==> config.mk <==
export PLATFORM = sky130hd
export DESIGN_NAME = apb_master_ctrl
export DESIGN_NICKNAME = d
export VERILOG_FILES = /design/src/rtl/apb_master_ctrl.sv
export SDC_FILE = /design/constraint.sdc
export NUM_CORES = 1
export LEC_CHECK = 0
export BUFFER_PORTS_ARGS = -buffer_cell sky130_fd_sc_hd__buf_2
export CAP_MARGIN = 20
export CORE_UTILIZATION = 50
export CTS_BUF_LIST = sky130_fd_sc_hd__clkbuf_16
export CTS_CLUSTER_SIZE = 14
export DETAILED_ROUTE_END_ITERATION = 8
export PLACE_DENSITY = 0.86
export SETUP_SLACK_MARGIN = 0.2
export SYNTH_ARGS = -nofsm -noshare
export SYNTH_HDL_FRONTEND = slang
export SYNTH_SLANG_ARGS = --single-unit
==> constraint.sdc <==
create_clock -name clk -period 3.5 [get_ports clk]
set_clock_uncertainty 0.2 [all_clocks]
set_input_delay 0.175 -clock clk [delete_from_list [all_inputs] [get_ports clk]]
set_output_delay 0.175 -clock clk [all_outputs]
set_load 0.01 [all_outputs]
==> src/rtl/apb_master_ctrl.sv <==
// APB master bridging a valid/ready request channel onto two APB slaves.
// Address-decoded slave select, bounded ACCESS wait, registered response channel.
module apb_master_ctrl #(
    parameter int ADDR_WIDTH = 32,
    parameter int DATA_WIDTH = 32,
    parameter int TIMEOUT    = 16
) (
    input  logic                  clk,
    input  logic                  rst_n,
    input  logic                  req_valid_i,
    output logic                  req_ready_o,
    input  logic [ADDR_WIDTH-1:0] req_addr_i,
    input  logic                  req_write_i,
    input  logic [DATA_WIDTH-1:0] req_wdata_i,
    output logic                  rsp_valid_o,
    input  logic                  rsp_ready_i,
    output logic [DATA_WIDTH-1:0] rsp_rdata_o,
    output logic                  rsp_err_o,
    output logic [1:0]            psel_o,
    output logic                  penable_o,
    output logic [ADDR_WIDTH-1:0] paddr_o,
    output logic                  pwrite_o,
    output logic [DATA_WIDTH-1:0] pwdata_o,
    input  logic [1:0]            pready_i,
    input  logic [1:0]            pslverr_i,
    input  logic [DATA_WIDTH-1:0] prdata1_i,
    input  logic [DATA_WIDTH-1:0] prdata2_i
);

    typedef enum logic [1:0] {
        IDLE,
        SETUP,
        ACCESS,
        RESP
    } state_t;

    localparam int CNT_W = $clog2(TIMEOUT + 1);
    localparam logic [CNT_W-1:0] CNT_LAST = CNT_W'(TIMEOUT - 1);

    state_t                state, state_nxt;
    logic [CNT_W-1:0]      wait_cnt, wait_cnt_nxt;
    logic                  req_ready_nxt;
    logic                  rsp_valid_nxt;
    logic [DATA_WIDTH-1:0] rsp_rdata_nxt;
    logic                  rsp_err_nxt;
    logic [1:0]            psel_nxt;
    logic                  penable_nxt;
    logic [ADDR_WIDTH-1:0] paddr_nxt;
    logic                  pwrite_nxt;
    logic [DATA_WIDTH-1:0] pwdata_nxt;

    logic                  hit1, hit2;
    logic                  sel_ready, sel_err;
    logic [DATA_WIDTH-1:0] sel_rdata;

    // Each slave owns one 4 KiB page, so only the page number is compared.
    always_comb begin
        hit1 = (req_addr_i[ADDR_WIDTH-1:12] == (ADDR_WIDTH-12)'(32'h1F));
        hit2 = (req_addr_i[ADDR_WIDTH-1:12] == (ADDR_WIDTH-12)'(32'h2F));
    end

    // Masking with the registered one-hot select keeps the idle slave's inputs out.
    always_comb begin
        sel_ready = |(pready_i & psel_o);
        sel_err   = |(pslverr_i & psel_o);
        sel_rdata = psel_o[1] ? prdata2_i : prdata1_i;
    end

    always_comb begin
        state_nxt     = state;
        wait_cnt_nxt  = wait_cnt;
        req_ready_nxt = req_ready_o;
        rsp_valid_nxt = rsp_valid_o;
        rsp_rdata_nxt = rsp_rdata_o;
        rsp_err_nxt   = rsp_err_o;
        psel_nxt      = psel_o;
        penable_nxt   = penable_o;
        paddr_nxt     = paddr_o;
        pwrite_nxt    = pwrite_o;
        pwdata_nxt    = pwdata_o;

        case (state)
            IDLE: begin
                if (req_valid_i) begin
                    req_ready_nxt = 1'b0;
                    if (hit1 || hit2) begin
                        state_nxt    = SETUP;
                        psel_nxt     = {hit2, hit1};
                        penable_nxt  = 1'b0;
                        paddr_nxt    = req_addr_i;
                        pwrite_nxt   = req_write_i;
                        pwdata_nxt   = req_wdata_i;
                        wait_cnt_nxt = '0;
                    end else begin
                        state_nxt     = RESP;
                        rsp_valid_nxt = 1'b1;
                        rsp_err_nxt   = 1'b1;
                        rsp_rdata_nxt = '0;
                    end
                end
            end

            SETUP: begin
                state_nxt   = ACCESS;
                penable_nxt = 1'b1;
            end

            ACCESS: begin
                if (sel_ready) begin
                    state_nxt     = RESP;
                    psel_nxt      = '0;
                    penable_nxt   = 1'b0;
                    rsp_valid_nxt = 1'b1;
                    rsp_err_nxt   = sel_err;
                    rsp_rdata_nxt = pwrite_o ? '0 : sel_rdata;
                end else begin
                    wait_cnt_nxt = wait_cnt + CNT_W'(1);
                    // Counter reaches TIMEOUT on this cycle: abandon the slave.
                    if (wait_cnt == CNT_LAST) begin
                        state_nxt     = RESP;
                        psel_nxt      = '0;
                        penable_nxt   = 1'b0;
                        rsp_valid_nxt = 1'b1;
                        rsp_err_nxt   = 1'b1;
                        rsp_rdata_nxt = '0;
                    end
                end
            end

            RESP: begin
                if (rsp_ready_i) begin
                    state_nxt     = IDLE;
                    rsp_valid_nxt = 1'b0;
                    req_ready_nxt = 1'b1;
                end
            end

            default: begin
                state_nxt     = IDLE;
                req_ready_nxt = 1'b1;
                rsp_valid_nxt = 1'b0;
                psel_nxt      = '0;
                penable_nxt   = 1'b0;
            end
        endcase
    end

    always_ff @(posedge clk or negedge rst_n) begin
        if (!rst_n) begin
            state       <= IDLE;
            wait_cnt    <= '0;
            req_ready_o <= 1'b1;
            rsp_valid_o <= 1'b0;
            rsp_rdata_o <= '0;
            rsp_err_o   <= 1'b0;
            psel_o      <= '0;
            penable_o   <= 1'b0;
            paddr_o     <= '0;
            pwrite_o    <= 1'b0;
            pwdata_o    <= '0;
        end else begin
            state       <= state_nxt;
            wait_cnt    <= wait_cnt_nxt;
            req_ready_o <= req_ready_nxt;
            rsp_valid_o <= rsp_valid_nxt;
            rsp_rdata_o <= rsp_rdata_nxt;
            rsp_err_o   <= rsp_err_nxt;
            psel_o      <= psel_nxt;
            penable_o   <= penable_nxt;
            paddr_o     <= paddr_nxt;
            pwrite_o    <= pwrite_nxt;
            pwdata_o    <= pwdata_nxt;
        end
    end

endmodule

# Word level (Yosys, flattened, before mapping)
# Cells that the tools add are included.
# word_totals
register_bits	110
in_bits	137
output_inout_bits	103
# op_classes
addsub	1
eq_ne	12
mux	38
n_bitwise	2
reduce_logical	16
# op_table
op	n
32-bit 2-to-1 mux	6
32-bit case mux with 2 select lines	1
20-bit by 5-bit equality test with 1-bit output (second input constant)	1
20-bit by 6-bit equality test with 1-bit output (second input constant)	1
2-bit 2-to-1 mux	9
4-bit AND reduction	4
5-bit 2-to-1 mux	3
1-bit 2-to-1 mux	12
2-bit != test (second input constant)	5
5-bit case mux with 2 select lines	1
3-bit AND reduction	3
2-bit case mux with 4 select lines	1
1-bit case mux with 3 select lines	2
3-bit nonzero test	2
5-bit by 1-bit adder with 5-bit output (second input constant)	1
5-bit by 4-bit equality test with 1-bit output (second input constant)	1
5-bit AND reduction	1
2-bit bitwise AND	2
2-bit equality test (second input constant)	2
1-bit case mux with 2 select lines	2
2-bit case mux with 2 select lines	1
2-bit nonzero test	2
2-bit OR reduction	2
3-bit != test (second input constant)	1
3 further kinds	3

# Longest topological paths before layout
# depth
ltp_word	5
mapped_depth	10
ltp_nobuf	8

# Worst setup path before layout
# Ideal clock, no wire load.
# synth_path
path_kind	register to register
start	register state[0]
end	register rsp_rdata_o[10]
t_arrival_ps	1894
slack_ps	1314
stages_incl_launch_ff	10
synth_period_minus_slack_ps	2186
cell_sequence	dfrtp_1 -> inv_1 -> ha_1 -> buf_2 -> nand2b_1 -> a22o_1 -> a31o_2 -> buf_6 -> buf_6 -> o31ai_2
# synth_via
elab_chain_len	3
word_cells_on_any_way	8
classes_between	eq/ne (4); mux (1); reduce/logical (3)
# synth_lines
element	line_no	rtl
start: declaration	40	state_t state, state_nxt;
start signal: assignment	162	state <= state_nxt;
2-bit equality test / 2-bit zero test (equally long branches)	82	case (state)
3-bit != test (no source line), or another cell as far along	n/a	
4-bit AND reduction (no source line)	n/a	
end signal: assignment	166	rsp_rdata_o <= rsp_rdata_nxt;
end: declaration	17	output logic [DATA_WIDTH-1:0] rsp_rdata_o,
# Parallel ways exist; a longest one is shown, timed or not.
# A chain may end at the register's enable or synchronous reset.

# Worst setup path in the final report
# layout_path
start	register state[0]
end	register rsp_rdata_o[24]
# The elaborated chain is that of the path after synthesis.

==> results.toml <==
[critical_path]
cp-start-kind = "flip-flop"
crit_end = "rsp_rdata_o[24]"
worst-path-buf-inv = 2
r2r_end = "rsp_rdata_o[24]"
critPathCaptureType = "flip-flop"
timing.rr.start = "state[0]"
crit_fanout = 34
startpoint = "state[0]"
crit_slowest_cell = "a31o_2"
r2r_setup_slack_ns = 0.73
cpPeakStageDelay_ns = 0.57
path_cells = "inv_1 > ha_1 > nand2b_1 > a22o_1 > a31o_2 > buf_4 > o31ai_1"
worstRegToRegCells = 7
critical_path_depth = 7
cp_top_family = "compound AO/OA/AOI/OAI gates"
critPathRequiredTime_ns = 3.49
crit_type = "reg -> reg"
arrival_ns = 2.76

[timing]
drv_slew = 0
setup_viol_count_final = 0
worst_pin_slew_ns = 0.897
hold_violations = 1
fin_setup_tns_ns = 0
timing.fmax_ghz = 0.361
slew_headroom = 0.402
whs_ns = -0.00766
rsz0062_at_grt = "no"
period_share = 0.792
fin_crit_ns = 2.77

[route]
routed_wl_microns = 15400
ant_nets = 0
wl_per_cell_microns = 16.6
first_iter_violations = 183
vias_per_cell = 5.18
drc = 0
drtPass1Iterations = 4
num_vias = 4799

[cells_and_area]
drive_above_1_share = 0.349
fillers = 567
fin_util = 0.776
fin_nets = 935
area_growth_pct = 49.5

[clock_tree]
cts_max_path_buffers = 2
htreeDepth = 3
cts.repair.resized = 0
clockRootBuffer = "clkbuf_16"
cts_tree = "yes"
clock_latency_ns = 0.33
cts_setup_buffers = 0
numCtsBuffers = 9
clock-sinks = 110
clk_pin_slew_worst_paths_ns = 0.07

[grt]
first_global_vias = 4930
antenna_found_initial = 1
grt_pass1_wl_microns = 23700
grt_max_degree = 65
grt_usage = 0.305
overflow = 0

[flow_run]
cap_violations = 0

[synthesis]
yosys_warnings = 0
synth_area_sq_mm = 0.00484
synth_seq_area_share = 0.569
ys_seq_elements = 110
syn_avg_cell_area_sq_um = 10.1
ys_types = 43
synth-edff-count = 0
async_flop_share = 1.00
synthFlopType = "dfrtp_1"
syn_nets = 623
synth_cells = 480

[placed_design]
dp_hpwl_microns = 9050
gp_congestion = 0.851
portBuffers = 239

[floorplan]
coreArea_sq_mm = 0.00933
rows = 35
die_w_microns = 100
dieArea_sq_mm = 0.0101
ios = 240
start_util = 0.519
die_h_microns = 100

[pwr]
p_leak_nw = 4.01
vdd_ir_drop_max_mv = 0.306
p_per_area_mw_per_mm2 = 435

[run_status]
status = "complete, but fails checks"
violations = "hold timing"

[worst_hold_path]
hp-class = "in -> reg"
[state kept, by name, summed over array words and instances (netlist names)]
register,flops
penable_o,1
state,2
paddr_o,32
pwdata_o,32
wait_cnt,5
rsp_rdata_o,32
req_ready_o,1
psel_o,2
pwrite_o,1
rsp_valid_o,1
rsp_err_o,1
[cell families (layout without fill, tap and decap cells)]
logic type,after synthesis,in the layout,synth area share
other,0,1,0
AOI/OAI and AO/OA,60,60,0.0982
and+or+nand+nor,231,231,0.204
buffers and inverters,36,353,0.0367
muxes,37,37,0.0770
DFF,110,110,0.569
adders and majority gates,6,6,0.0155
[worst min path at each step]
stage                        startpoint         endpoint  slack [ns]  depth (start not counted)
after floorplan                   rst_n       paddr_o[0]       -0.32                          0
after global placement            rst_n       paddr_o[3]         0.1                          1
after detailed placement          rst_n       paddr_o[3]        0.11                          1
after CTS                 prdata2_i[25]  rsp_rdata_o[25]    0.000006                          3
after global routing       prdata2_i[0]   rsp_rdata_o[0]       0.006                          3
final                     prdata1_i[17]  rsp_rdata_o[17]      -0.008                          3
[cells in the mapped netlist, types with 2 or more instances]
cell type / instances / area (sq um)
nand2_1: 181 / 679
dfrtp_1: 109 / 2730
mux2i_1: 35 / 350
o31ai_1: 26 / 195
clkbuf_1: 15 / 56.3
and2_1: 14 / 87.6
buf_2: 10 / 50.1
o31ai_2: 7 / 87.6
ha_1: 6 / 75.1
inv_1: 6 / 22.5
nand3_1: 6 / 30.0
nor2_1: 6 / 22.5
a22o_1: 5 / 43.8
nand2b_1: 5 / 31.3
o21ai_0: 5 / 25.0
and3_1: 4 / 25.0
nor2b_1: 4 / 25.0
a21oi_1: 3 / 15.0
buf_6: 3 / 33.8
a31oi_1: 2 / 12.5
buf_4: 2 / 15.0
mux2_2: 2 / 22.5
nand4_1: 2 / 12.5
nor4_1: 2 / 12.5
o211ai_1: 2 / 15.0
[layout make-up]
| type | count | area, sq um | share of cell area |
|---|---|---|---|
| Tap cell | 129 | 161 | 0.0223 |
| Clock inverter | 7 | 56.3 | 0.00778 |
| Inverter | 6 | 22.5 | 0.00311 |
| Sequential cell | 110 | 2760 | 0.381 |
| Timing Repair Buffer | 331 | 2100 | 0.291 |
| Antenna cell | 1 | 2.50 | 0.000346 |
| Clock buffer | 9 | 225 | 0.0311 |
| Multi-Input combinational cell | 334 | 1910 | 0.264 |
[layer usage]
| layer | routed length (microns) | vias up | track usage |
|---|---|---|---|
| li1 | - | 2222 | - |
| met1 | 5920 | 2303 | 0.352 |
| met2 | 7690 | 238 | 0.537 |
| met3 | 1320 | 36 | 0.0870 |
| met4 | 489 | 0 | 0.116 |
| met5 | 0 | - | 0 |
[worst register-to-register path, stage by stage, from the launching register on]
cell	delay [ns]
dfrtp_1	0.41
inv_1	0.11
ha_1	0.35
nand2b_1	0.31
a22o_1	0.22
a31o_2	0.57
buf_4	0.34
o31ai_1	0.11
[cells in the final DEF (no fill, tap or decap), drive strengths merged, types with 7 or more instances in the layout]
| cell | count |
|---|---|
| and2 | 14 |
| buf | 245 |
| clkbuf | 9 |
| dfrtp | 109 |
| dlygate4sd3 | 86 |
| inv | 10 |
| mux2i | 35 |
| nand2 | 181 |
| nand3 | 7 |
| nor2 | 8 |
| o31ai | 33 |
[metrics by stage]
stage               cell area, sq um  setup slack, ns  total power, mW  hold slack [ns]  instances
floorplan                       4840             1.31             1.91           -0.321        480
finish                          7240            0.729             3.15         -0.00766        927
global route                    7240            0.483             3.31          0.00613        927
detailed placement              6090            0.750             2.11            0.106        824
global placement                6090            0.895             2.07           0.0987        824
CTS                             7230            0.742             3.16       0.00000594        925
[power breakdown]
part	internal (mW)	switching, mW
combinational	0.342	0.452
clock	0.493	0.473
sequential	1.34	0.0551
[what timing repair did]
action / 4_1_cts / 5_1_grt
endpoints found under the hold margin: 131 / 1
endpoints found under the setup margin: 0 / 0
hold buffers: 85 / 1
Power figures use the tool's default switching activity.
